===== src/rtl/perf_pkg.sv =====
// Shared types and constants for the pipeline performance monitor.
package perf_pkg;

    typedef enum logic [1:0] {
        ST_IDLE = 2'd0,
        ST_RUN  = 2'd1,
        ST_DONE = 2'd2
    } state_e;

    localparam logic [2:0] REG_STATUS    = 3'd0;
    localparam logic [2:0] REG_CYCLE     = 3'd1;
    localparam logic [2:0] REG_INSTRET   = 3'd2;
    localparam logic [2:0] REG_BUBBLE    = 3'd3;
    localparam logic [2:0] REG_ZERO_PC   = 3'd4;
    localparam logic [2:0] REG_LEDR_CAP  = 3'd5;
    localparam logic [2:0] REG_LEDR_BASE = 3'd6;

    localparam int CNT_W_DEFAULT = 32;

endpackage


===== src/rtl/perf_sat_counter.sv =====
// Event counter that sticks at all-ones instead of wrapping; clear wins over increment.
module perf_sat_counter #(
    parameter int CNT_W = 32
) (
    input  logic             i_clk,
    input  logic             i_rst_n,
    input  logic             i_clr,
    input  logic             i_inc,
    output logic [CNT_W-1:0] o_cnt
);

    logic [CNT_W-1:0] cnt_q;
    logic [CNT_W-1:0] cnt_d;

    always_comb begin
        cnt_d = cnt_q;
        if (i_clr) begin
            cnt_d = '0;
        end else if (i_inc && (cnt_q != '1)) begin
            cnt_d = cnt_q + CNT_W'(1);
        end
    end

    always_ff @(posedge i_clk or negedge i_rst_n) begin
        if (!i_rst_n) begin
            cnt_q <= '0;
        end else begin
            cnt_q <= cnt_d;
        end
    end

    assign o_cnt = cnt_q;

endmodule


===== src/rtl/perf_monitor.sv =====
// Measures cycles, retired instructions, bubbles and zero-PC cycles from program
// start (first non-zero PC) until the first LEDR change; results exposed on a read port.
module perf_monitor
    import perf_pkg::*;
#(
    parameter int CNT_W  = CNT_W_DEFAULT,
    parameter int LEDR_W = 32
) (
    input  logic              i_clk,
    input  logic              i_rst_n,
    input  logic [31:0]       i_pc_debug,
    input  logic              i_insn_vld,
    input  logic [LEDR_W-1:0] i_io_ledr,
    input  logic              i_clr,
    input  logic              i_rd_en,
    input  logic [2:0]        i_rd_addr,
    output logic [31:0]       o_rd_data,
    output logic              o_rd_vld,
    output logic              o_running,
    output logic              o_done
);

    state_e            state_q;
    logic              running_q;
    logic              done_q;
    logic [LEDR_W-1:0] ledr_base_q;
    logic [LEDR_W-1:0] ledr_cap_q;
    logic [31:0]       rd_data_q;
    logic              rd_vld_q;
    logic [31:0]       rd_data_d;

    logic [CNT_W-1:0]  cycle_cnt;
    logic [CNT_W-1:0]  instret_cnt;
    logic [CNT_W-1:0]  bubble_cnt;
    logic [CNT_W-1:0]  zero_pc_cnt;

    logic pc_zero;
    logic count_en;

    // The IDLE->RUN edge is itself the first counted cycle.
    assign pc_zero  = (i_pc_debug == 32'd0);
    assign count_en = !i_clr && ((state_q == ST_RUN) || ((state_q == ST_IDLE) && !pc_zero));

    perf_sat_counter #(.CNT_W(CNT_W)) u_cycle (
        .i_clk(i_clk), .i_rst_n(i_rst_n), .i_clr(i_clr),
        .i_inc(count_en), .o_cnt(cycle_cnt)
    );

    perf_sat_counter #(.CNT_W(CNT_W)) u_instret (
        .i_clk(i_clk), .i_rst_n(i_rst_n), .i_clr(i_clr),
        .i_inc(count_en && i_insn_vld), .o_cnt(instret_cnt)
    );

    perf_sat_counter #(.CNT_W(CNT_W)) u_bubble (
        .i_clk(i_clk), .i_rst_n(i_rst_n), .i_clr(i_clr),
        .i_inc(count_en && !i_insn_vld), .o_cnt(bubble_cnt)
    );

    perf_sat_counter #(.CNT_W(CNT_W)) u_zero_pc (
        .i_clk(i_clk), .i_rst_n(i_rst_n), .i_clr(i_clr),
        .i_inc(count_en && pc_zero), .o_cnt(zero_pc_cnt)
    );

    always_ff @(posedge i_clk or negedge i_rst_n) begin
        if (!i_rst_n) begin
            state_q     <= ST_IDLE;
            running_q   <= 1'b0;
            done_q      <= 1'b0;
            ledr_base_q <= '0;
            ledr_cap_q  <= '0;
        end else if (i_clr) begin
            state_q     <= ST_IDLE;
            running_q   <= 1'b0;
            done_q      <= 1'b0;
            ledr_base_q <= '0;
            ledr_cap_q  <= '0;
        end else begin
            case (state_q)
                ST_IDLE: begin
                    if (!pc_zero) begin
                        state_q     <= ST_RUN;
                        running_q   <= 1'b1;
                        ledr_base_q <= i_io_ledr;
                    end
                end
                ST_RUN: begin
                    if (i_io_ledr != ledr_base_q) begin
                        state_q    <= ST_DONE;
                        running_q  <= 1'b0;
                        done_q     <= 1'b1;
                        ledr_cap_q <= i_io_ledr;
                    end
                end
                ST_DONE: begin
                    state_q <= ST_DONE;
                end
                default: begin
                    state_q   <= ST_IDLE;
                    running_q <= 1'b0;
                    done_q    <= 1'b0;
                end
            endcase
        end
    end

    always_comb begin
        rd_data_d = 32'd0;
        case (i_rd_addr)
            REG_STATUS:    rd_data_d = {30'd0, done_q, running_q};
            REG_CYCLE:     rd_data_d = 32'(cycle_cnt);
            REG_INSTRET:   rd_data_d = 32'(instret_cnt);
            REG_BUBBLE:    rd_data_d = 32'(bubble_cnt);
            REG_ZERO_PC:   rd_data_d = 32'(zero_pc_cnt);
            REG_LEDR_CAP:  rd_data_d = 32'(ledr_cap_q);
            REG_LEDR_BASE: rd_data_d = 32'(ledr_base_q);
            default:       rd_data_d = 32'd0;
        endcase
    end

    // Read data holds its last value between strobes.
    always_ff @(posedge i_clk or negedge i_rst_n) begin
        if (!i_rst_n) begin
            rd_data_q <= 32'd0;
            rd_vld_q  <= 1'b0;
        end else begin
            rd_vld_q <= i_rd_en;
            if (i_rd_en) begin
                rd_data_q <= rd_data_d;
            end
        end
    end

    assign o_rd_data = rd_data_q;
    assign o_rd_vld  = rd_vld_q;
    assign o_running = running_q;
    assign o_done    = done_q;

endmodule


===== config.mk =====
export PLATFORM = sky130hd
export DESIGN_NAME = perf_monitor
export DESIGN_NICKNAME = d
export VERILOG_FILES = /design/src/rtl/perf_pkg.sv /design/src/rtl/perf_sat_counter.sv /design/src/rtl/perf_monitor.sv
export SDC_FILE = /design/constraint.sdc
export NUM_CORES = 1
export LEC_CHECK = 0
export ABC_AREA = 1
export CORE_MARGIN = 3
export CORE_UTILIZATION = 40
export CTS_BUF_LIST = sky130_fd_sc_hd__clkbuf_8
export DETAILED_ROUTE_END_ITERATION = 10
export GPL_ROUTABILITY_DRIVEN = 0
export MAX_ROUTING_LAYER = met4
export PLACE_DENSITY = 0.56
export SKIP_CTS_REPAIR_TIMING = 1
export SLEW_MARGIN = 40
export SYNTH_ARGS = -nofsm -noshare
export SYNTH_HDL_FRONTEND = slang
export SYNTH_HIERARCHICAL = 1
export SYNTH_SLANG_ARGS = --single-unit

===== constraint.sdc =====
create_clock -name i_clk -period 2.52 [get_ports i_clk]
set_clock_uncertainty 0.15 [all_clocks]
set_input_delay 0.504 -clock i_clk [delete_from_list [all_inputs] [get_ports i_clk]]
set_output_delay 0.504 -clock i_clk [all_outputs]
set_load 0.02 [all_outputs]

Word-level counts from Yosys, hierarchy flattened
Index checks and enable logic that the tools add are counted.
{"block": "totals", "regBits": 229, "input_bits": 72, "out_inout_bits": 35, "elab_cells": 88}
{"block": "classes", "addsub": 4, "eq_ne": 18, "n_mux": 26, "reduce_logical": 29}
{"cell": "$mux 32", "count": 14}
{"cell": "$pmux 32 s7", "count": 1}
{"cell": "$add 32x1->32 const B", "count": 4}
{"cell": "$ne 32x32->1 const B", "count": 4}
{"cell": "$logic_not 32->1", "count": 1}
{"cell": "$ne 32x32->1", "count": 1}
{"cell": "$reduce_bool 2->1", "count": 7}
{"cell": "$eq 3x3->1 const B", "count": 3}
{"cell": "$logic_and 1x1->1", "count": 9}
{"cell": "$reduce_and 2->1", "count": 4}
{"cell": "$eq 3x2->1 const B", "count": 2}
{"cell": "$mux 2", "count": 3}
{"cell": "$pmux 2 s3", "count": 1}
{"cell": "$mux 1", "count": 5}
{"cell": "$ne 2x2->1 const B", "count": 2}
{"cell": "$eq 3x1->1 const B", "count": 1}
{"cell": "$logic_not 1->1", "count": 3}
{"cell": "$logic_not 3->1", "count": 1}
{"cell": "$ne 3x2->1 const B", "count": 1}
{"cell": "$ne 3x3->1 const B", "count": 1}
{"cell": "$pmux 1 s3", "count": 1}
{"cell": "$reduce_and 3->1", "count": 1}
{"cell": "$eq 2x1->1 const B", "count": 1}
{"cell": "$eq 2x2->1 const B", "count": 1}
{"cell": "5 further kinds", "count": 5}

Longest topological paths before layout
Gate-level depths: netlist of run 1.
{"block": "depth", "word_depth": 9, "mapped_depth": 13, "ltp_nobuf": 11}

Cells and area by module
The synthesis of run 1 kept the hierarchy.
{"module": "perf_sat_counter at u_bubble ...", "n_inst": 3, "cells_per_inst": 345, "area_per_inst_um2": 2243.4, "seq_area_each_um2": 800.8}
{"module": "perf_monitor", "n_inst": 1, "cells_per_inst": 765, "area_per_inst_um2": 5848.1, "seq_area_each_um2": 2527.4}
{"module": "perf_sat_counter at u_zero_pc", "n_inst": 1, "cells_per_inst": 347, "area_per_inst_um2": 2259.7, "seq_area_each_um2": 800.8}

Worst setup path before layout of run 1
OpenSTA, ideal clock, no wires.
{"block": "synth_timing", "path_type": "input port to flip-flop", "startpoint": "input i_pc_debug[17]", "endpoint": "register u_instret.cnt_q[25], in the netlist u_instret/o_cnt[25]", "setup_ns": 0.065, "arrival_ns": 2.123, "required_ns": 2.305, "slack_ns": 0.182, "path_stages": 11, "path_buffers": 1, "cell_sequence": "nor2_1 nand2_1 nor2_1 nand4_1 nand2_1 a21boi_0 inv_1 a21oi_1 buf_2 nand4_1 nand2_1"}
{"block": "synth_via", "elab_chain_len": 8}
{"element": "from (decl)", "line_no": "perf_monitor.sv:11", "source": "input logic [31:0] i_pc_debug,"}
{"element": "$logic_not 32->1", "line_no": "perf_monitor.sv:41", "source": "assign pc_zero = (i_pc_debug == 32'd0);"}
{"element": "$logic_not 1->1"}
{"element": "$logic_and 1x1->1", "line_no": "perf_monitor.sv:42", "source": "assign count_en = !i_clr && ((state_q == ST_RUN) || ((state_q == ST_IDLE) && !pc_zero));"}
{"element": "$logic_or 1x1->1", "line_no": "perf_monitor.sv:42"}
{"element": "$logic_and 1x1->1", "line_no": "perf_monitor.sv:42"}
{"element": "$logic_and 1x1->1", "line_no": "perf_monitor.sv:51", "source": ".i_inc(count_en && i_insn_vld), .o_cnt(instret_cnt)"}
{"element": "$logic_and 1x1->1", "line_no": "perf_sat_counter.sv:19", "source": "end else if (i_inc && (cnt_q != '1)) begin"}
{"element": "$reduce_bool 2->1 (no line)"}
{"element": "to (signal assigned)", "line_no": "perf_sat_counter.sv:28", "source": "cnt_q <= cnt_d;"}
{"element": "to (decl)", "line_no": "perf_sat_counter.sv:12", "source": "logic [CNT_W-1:0] cnt_q;"}
Every way passes these cells.
A chain may end at the register's enable or synchronous reset.

Worst setup path in the final report of run 1
{"block": "layout_timing", "startpoint": "register rd_data_q[5], in the netlist o_rd_data[5]", "endpoint": "output o_rd_data[5]"}
{"element": "from (decl)", "line_no": "perf_monitor.sv:28", "source": "logic [31:0] rd_data_q;"}
{"element": "from (signal assigned)", "line_no": "perf_monitor.sv:128", "source": "rd_data_q <= rd_data_d;"}
{"element": "to (decl)", "line_no": "perf_monitor.sv:17", "source": "output logic [31:0] o_rd_data,"}
No word-level cell between the ends.

==> run summary, run 1 <==
master of the slowest instance on the critical path: sky130_fd_sc_hd__clkdlybuf4s50_1
TritonRoute pass-1 iters: 6
proportion of power drawn by flip-flops and latches: 42.3%
mean area per synthesized cell: 6.91 sq um
type of destination of the critical path: primary output
final critical-path share of the clock period: 94.5%
classification of the worst-slack hold path: in2async
via count of the first global-routing pass: 14000
total number of clock tree sinks: 229
warning count from the yosys run: 6
critical path data required time: 1.87 ns
wirelength, routed: 52.8 mm
Async SR Flop Fraction: 100%
Storage cell area: 5730 sq um
unrepaired setup endpoints after global routing: no
total inserted antenna cells: 0
row cnt: 69
TritonCTS clock tree: yes
part of the total power dissipated in the clock network: 41.3%
count of unresolved DRC violations after routing: 0
fraction of final layout cells sized beyond drive strength 1: 11.6%
worst setup slack after placement: -0.187 ns
area added between synthesis and finish: 21.3%
Layout Nets: 2407
final-report hold violation count: 0
quantity of I/O buffers inserted on ports: 106
area of the multi-input gates: 7830 sq um
run status: finished, final reports clean
Internal Dissipation: 6.68 mW
Pwr Density: 530 nW/um^2
clock-pin slew reported for the worst setup and hold paths after clock tree synthesis: 0.06 ns
global-route met2 utilization: 42.9%
Global Route met3 Usage: 3.83%
via count: 15000
floorplan die area: 39400 sq um
cell breakdown of the critical path: clkdlybuf4s50_1
number of distinct standard cells referenced by the synthesized netlist: 35
cell types with the largest area share after synthesis: sky130_fd_sc_hd__dfrtp_1, sky130_fd_sc_hd__nand2_1, sky130_fd_sc_hd__nand3_1
fraction of post-synthesis cell area in the top cell type by area: 38.6%
initial detailed-routing violation count: 1576
level count of the clock H-tree: 2
die width: 199 um
number of antenna violations at the first check in global routing: 0
post-synth net total: 2226
leading register cell type out of synthesis: sky130_fd_sc_hd__dfrtp_1
die span in y: 199 um
core footprint: 36100 sq um
leakage power figure: 8.06 nW
cell area after synthesis: 14800 sq um
number of storage elements in the synthesis netlist: 229
average routed wire per standard cell: 18.7 um
cell taking the most area after synthesis: sky130_fd_sc_hd__dfrtp_1
placed wire-length estimate: 40.1 mm
max_slew headroom: 59.4%
Final Instance Area: 18000 sq um
number of max-cap violations: 0
number of setup violations in the final report: 0
total routing resource utilization after global routing: 27.8%
starting density of the core: 41.1%
met1 track demand over resource: 38.3%
kind of critical path: reg2out
part of the total power dissipated in combinational logic: 16.4%
Placed Instance Area: 17000 sq um
cts bufs inserted: 44
buffer cell driving the clock tree root: sky130_fd_sc_hd__clkbuf_8
Routed Antenna Nets: 0
Worst Tran Pin Value: 0.609 ns
Worst-Skew Late Latency: 0.61 ns
fill cell count: 3605
largest driver fanout on the critical path: 2
data arrival time of the critical path: 1.73 ns
Switching Share: 29.9%
crit-path max cell delay: 0.65 ns
peak supply drop: 0.351 mV
part of the Yosys area used for sequential elements: 38.6%
number of flops mapped to enable cells by yosys: 0
maximum clock frequency: 0.420 GHz
first-pass GRT wire length: 82.1 mm
Overall Power: 9.54 mW
final count of pins violating max slew: 0
net switching power: 2.85 mW
Longest Clk Path Bufs: 3
register-to-register path setup slack: 0.26 ns
least setup slack across all paths after layout: 0.139 ns
dominant delay contributor by cell family on the critical path: buffers and inverters
final worst path period need: 2.38 ns
Remaining Overflow, GRT: 0
largest net degree at the start of global routing: 83
Startpoint Class: flop
vias per cell: 5.31
number of placed I/O pins: 107
cells after synthesis: 2147
highest-utilization routing layer at the global route stage: met2
combined buffer and inverter count along the critical path: 1
## cell usage after synthesis (16+ instances only)
cell type	n
sky130_fd_sc_hd__a21oi_1	19
sky130_fd_sc_hd__a22oi_1	16
sky130_fd_sc_hd__a32o_1	19
sky130_fd_sc_hd__buf_6	18
sky130_fd_sc_hd__clkbuf_1	34
sky130_fd_sc_hd__dfrtp_1	229
sky130_fd_sc_hd__inv_1	193
sky130_fd_sc_hd__inv_2	20
sky130_fd_sc_hd__nand2_1	742
sky130_fd_sc_hd__nand2_2	17
sky130_fd_sc_hd__nand3_1	201
sky130_fd_sc_hd__nand4_1	46
sky130_fd_sc_hd__nor2_1	242
sky130_fd_sc_hd__o2111ai_1	21
sky130_fd_sc_hd__o21ai_0	115
sky130_fd_sc_hd__o21ai_1	51
sky130_fd_sc_hd__xnor2_1	37
sky130_fd_sc_hd__xor2_1	18
## kinds of logic after synthesis
logic type	synth area share, %
adders and majority gates	0.590
buffers and inverters	8.60
xor gates and xnor gates	3.25
and+or+nand+nor	38.0
AOI/OAI and AO/OA	10.1
muxes	0.759
DFF	38.6
## power groups by stage
stage	Sequential, mW	Combinational, mW	Clock [mW]
2_1_floorplan	4.07	0.791	0
3_3_place_gp	4.09	1.55	0
5_1_grt	4.05	1.71	4.19
4_1_cts	4.03	1.57	4.05
6_report	4.03	1.57	3.94
3_5_place_dp	4.10	1.56	0
## cell usage in the layout, fill, tap and decap left out, types with 4 or more instances in the layout
cell type / count
sky130_fd_sc_hd__a22oi_1: 16
sky130_fd_sc_hd__nand2_4: 13
sky130_fd_sc_hd__nand2_8: 4
sky130_fd_sc_hd__a21oi_1: 19
sky130_fd_sc_hd__o21ai_0: 115
sky130_fd_sc_hd__clkbuf_8: 63
sky130_fd_sc_hd__or2_2: 4
sky130_fd_sc_hd__clkdlybuf4s50_1: 103
sky130_fd_sc_hd__xnor2_1: 37
sky130_fd_sc_hd__nor2_8: 4
sky130_fd_sc_hd__buf_12: 20
sky130_fd_sc_hd__dfrtp_1: 229
sky130_fd_sc_hd__nor2_1: 242
sky130_fd_sc_hd__xor2_1: 18
sky130_fd_sc_hd__nand2_2: 17
sky130_fd_sc_hd__ha_1: 7
sky130_fd_sc_hd__inv_2: 20
sky130_fd_sc_hd__o2111ai_1: 21
sky130_fd_sc_hd__a32o_1: 19
sky130_fd_sc_hd__nor2_4: 9
sky130_fd_sc_hd__o21ai_1: 51
sky130_fd_sc_hd__inv_1: 202
sky130_fd_sc_hd__nand3_1: 201
sky130_fd_sc_hd__nand2_1: 742
sky130_fd_sc_hd__nand4_1: 46
sky130_fd_sc_hd__mux2_2: 10
sky130_fd_sc_hd__nand3b_1: 4
sky130_fd_sc_hd__buf_4: 85
sky130_fd_sc_hd__clkinv_2: 4
sky130_fd_sc_hd__o22ai_1: 11
sky130_fd_sc_hd__nor2_2: 14
## metrics by stage
step	setup TNS (ns)	util (%)	hold WS (ns)	instances
6_report	0	49.9	0.261	2820
5_1_grt	0	49.9	0.269	2820
4_1_cts	0	49.8	-0.354	2819
3_5_place_dp	-11.08	47.2	0.312	2742
3_3_place_gp	-7.44	47.2	0.310	2742
2_1_floorplan	0	-	0.0584	2147
## area by class of cell
class,count,area share (%)
sequential,229,31.8
tap,461,3.21
clock buffer,63,4.82
multi-input combinational,1626,43.5
inverter,214,4.49
clock inverter,14,0.348
timing repair buffer,213,11.8
## flip-flops by register name, indices dropped and copies added, names as in the netlist
name,flops
u_zero_pc/o_cnt,32
u_instret/o_cnt,32
o_done,1
state_q,2
ledr_base_q,32
o_rd_data,32
ledr_cap_q,32
o_rd_vld,1
u_cycle/o_cnt,32
u_bubble/o_cnt,32
o_running,1
## metal layers
layer  vias up  wire (um)
met4         0       1440
li1       7301          -
met5         -          0
met2       593      23900
met3        97       3730
met1      6987      23800
## worst paths after layout
check	startpoint	to	cells after the start
worst max-delay path	o_rd_data[5]$_DFFE_PN0P_	o_rd_data[5]	1
worst min register to register	ledr_cap_q[25]$_DFFE_PN0P_	ledr_cap_q[25]$_DFFE_PN0P_	2
min in group i_clk	i_rd_en	o_rd_data[18]$_DFFE_PN0P_	2
worst min-delay path	i_rst_n	u_zero_pc/o_cnt[28]$_DFFE_PN0P_	2
worst max register to register	state_q[0]$_DFFE_PN0P_	u_cycle/o_cnt[28]$_DFFE_PN0P_	12
max in group asynchronous	i_rst_n	ledr_base_q[3]$_DFFE_PN0P_	3
Power figures use the tool's default switching activity.
==> run 2, diff against run 1 <==
SKIP_LAST_GASP = 1   (was not set)
==> results of run 2 <==
No change in the layout: final DEF, timing and power equal those of run 1.
==> run 3, diff against run 2 <==
GPL_TIMING_DRIVEN = 0   (was not set)
SKIP_CTS_REPAIR_TIMING = not set   (was 1)
==> run 3 against run 2 <==
- clock power is 3% lower
- setup slack got worse by 0.082 ns
- sequential cell count is the same
- largest power group unchanged
- highest routed layer unchanged
==> run summary, run 3 (same netlist as run 1, synthesis figures left out) <==
run status: finished, final reports clean
TritonRoute pass-1 iters: 6
Routed Antenna Nets: 0
Pwr Density: 534 nW/um^2
master of the slowest instance on the critical path: sky130_fd_sc_hd__clkdlybuf4s50_1
number of setup violations in the final report: 0
via count of the first global-routing pass: 14000
clock-pin slew reported for the worst setup and hold paths after clock tree synthesis: 0.06 ns
core footprint: 36100 sq um
Longest Clk Path Bufs: 3
type of destination of the critical path: primary output
most common cell after layout, fill and taps aside: sky130_fd_sc_hd__nand2_1
final critical-path share of the clock period: 97.8%
fraction of final layout cells sized beyond drive strength 1: 9.36%
starting density of the core: 41.1%
classification of the worst-slack hold path: in2reg
Overall Power: 9.40 mW
die span in y: 199 um
Remaining Overflow, GRT: 0
combined buffer and inverter count along the critical path: 1
count of unresolved DRC violations after routing: 0
wirelength, routed: 54.4 mm
Storage cell area: 5730 sq um
total routing resource utilization after global routing: 28.4%
area of the multi-input gates: 7910 sq um
Layout Nets: 2384
Finished Layout Cells: 2801
die width: 199 um
Worst Tran Pin Value: 0.735 ns
level count of the clock H-tree: 2
TritonCTS clock tree: yes
initial detailed-routing violation count: 1473
dominant delay contributor by cell family on the critical path: buffers and inverters
vias per cell: 5.38
placed wire-length estimate: 41.5 mm
total number of clock tree sinks: 229
final count of pins violating max slew: 0
cts bufs inserted: 44
final worst path period need: 2.46 ns
Worst-Skew Late Latency: 0.61 ns
data arrival time of the critical path: 1.81 ns
largest net degree at the start of global routing: 69
commonest cells after routing, fill and taps aside: sky130_fd_sc_hd__nand2_1, sky130_fd_sc_hd__nor2_1, sky130_fd_sc_hd__dfrtp_1
quantity of I/O buffers inserted on ports: 106
buffer cell driving the clock tree root: sky130_fd_sc_hd__clkbuf_8
maximum clock frequency: 0.406 GHz
leakage power figure: 7.77 nW
crit-path max cell delay: 0.68 ns
number of placed I/O pins: 107
critical path data required time: 1.87 ns
max_slew headroom: 51.0%
cell breakdown of the critical path: clkdlybuf4s50_1
Startpoint Class: flop
row cnt: 69
number of max-cap violations: 0
number of antenna violations at the first check in global routing: 1
largest driver fanout on the critical path: 3
Placed Cells: 2718
peak supply drop: 0.273 mV
via count: 15100
average routed wire per standard cell: 19.4 um
final-report hold violation count: 0
floorplan die area: 39400 sq um
kind of critical path: reg2out
first-pass GRT wire length: 82.7 mm
unrepaired setup endpoints after global routing: yes
area added between synthesis and finish: 18.6%
fill cell count: 3676
[run 3: repair_timing]
item | in CTS | in global routing
gates resized for setup | 16 | 9
pin swaps | 1 | 1
hold buffers | 1 | 0
endpoints found under the setup margin | 82 | 52
setup buffers | 1 | 1
cloned | 0 | 0
endpoints found under the hold margin | 59 | 0
[run 3: final timing paths]
path | from | end | slack (ns) | cells past startpoint
setup / recovery | o_done$_DFFE_PN0P_ | o_done | 0.06 | 1
hold / removal | i_rd_en | o_rd_vld$_DFF_PN0_ | 0.23 | 1
setup reg to reg | state_q[0]$_DFFE_PN0P_ | u_cycle/o_cnt[26]$_DFFE_PN0P_ | 0.12 | 12
hold reg to reg | o_rd_data[25]$_DFFE_PN0P_ | o_rd_data[25]$_DFFE_PN0P_ | 0.35 | 1
max in group asynchronous | i_rst_n | u_bubble/o_cnt[26]$_DFFE_PN0P_ | 0.87 | 4
min in group asynchronous | i_rst_n | u_zero_pc/o_cnt[21]$_DFFE_PN0P_ | 0.30 | 2
[run 3: area by class of cell]
class                      count  share of cell area (%)
sequential                   229                    32.6
clock inverter                25                   0.782
multi-input combinational   1626                    45.0
antenna                        1                  0.0142
tap                          461                    3.28
clock buffer                  55                    4.30
inverter                     214                    4.59
buffer                        77                    2.76
timing repair buffer         113                    6.75
[run 3: per-layer routing]
layer | part of all wire, % | global-route usage (%) | vias up
met5 | 0 | - | -
met4 | 3.6 | 11.1 | 0
met3 | 8.0 | 4.86 | 110
met2 | 44 | 41.7 | 646
met1 | 45 | 39.1 | 7068
li1 | - | - | 7257
[run 3: where the power goes]
part	internal, mW	leakage [nW]	switching, mW
logic	0.547	4.10	1.00
registers	3.86	3.15	0.158
clock network	2.07	0.516	1.76
[run 3: metrics by stage]
stage	hold slack [ns]	utilization [%]	cell area (sq um)	TNS [ns]	worst slack, ns
4_1_cts	0.191	48.7	17600	0	0.0276
3_5_place_dp	0.338	45.9	16600	-105.51	-1.13
6_report	0.231	48.8	17600	0	0.0560
2_1_floorplan	0.0584	-	14800	0	0.182
3_3_place_gp	0.339	45.7	16500	-2543.82	-9.83
5_1_grt	0.216	48.8	17600	-0.00765	-0.00765
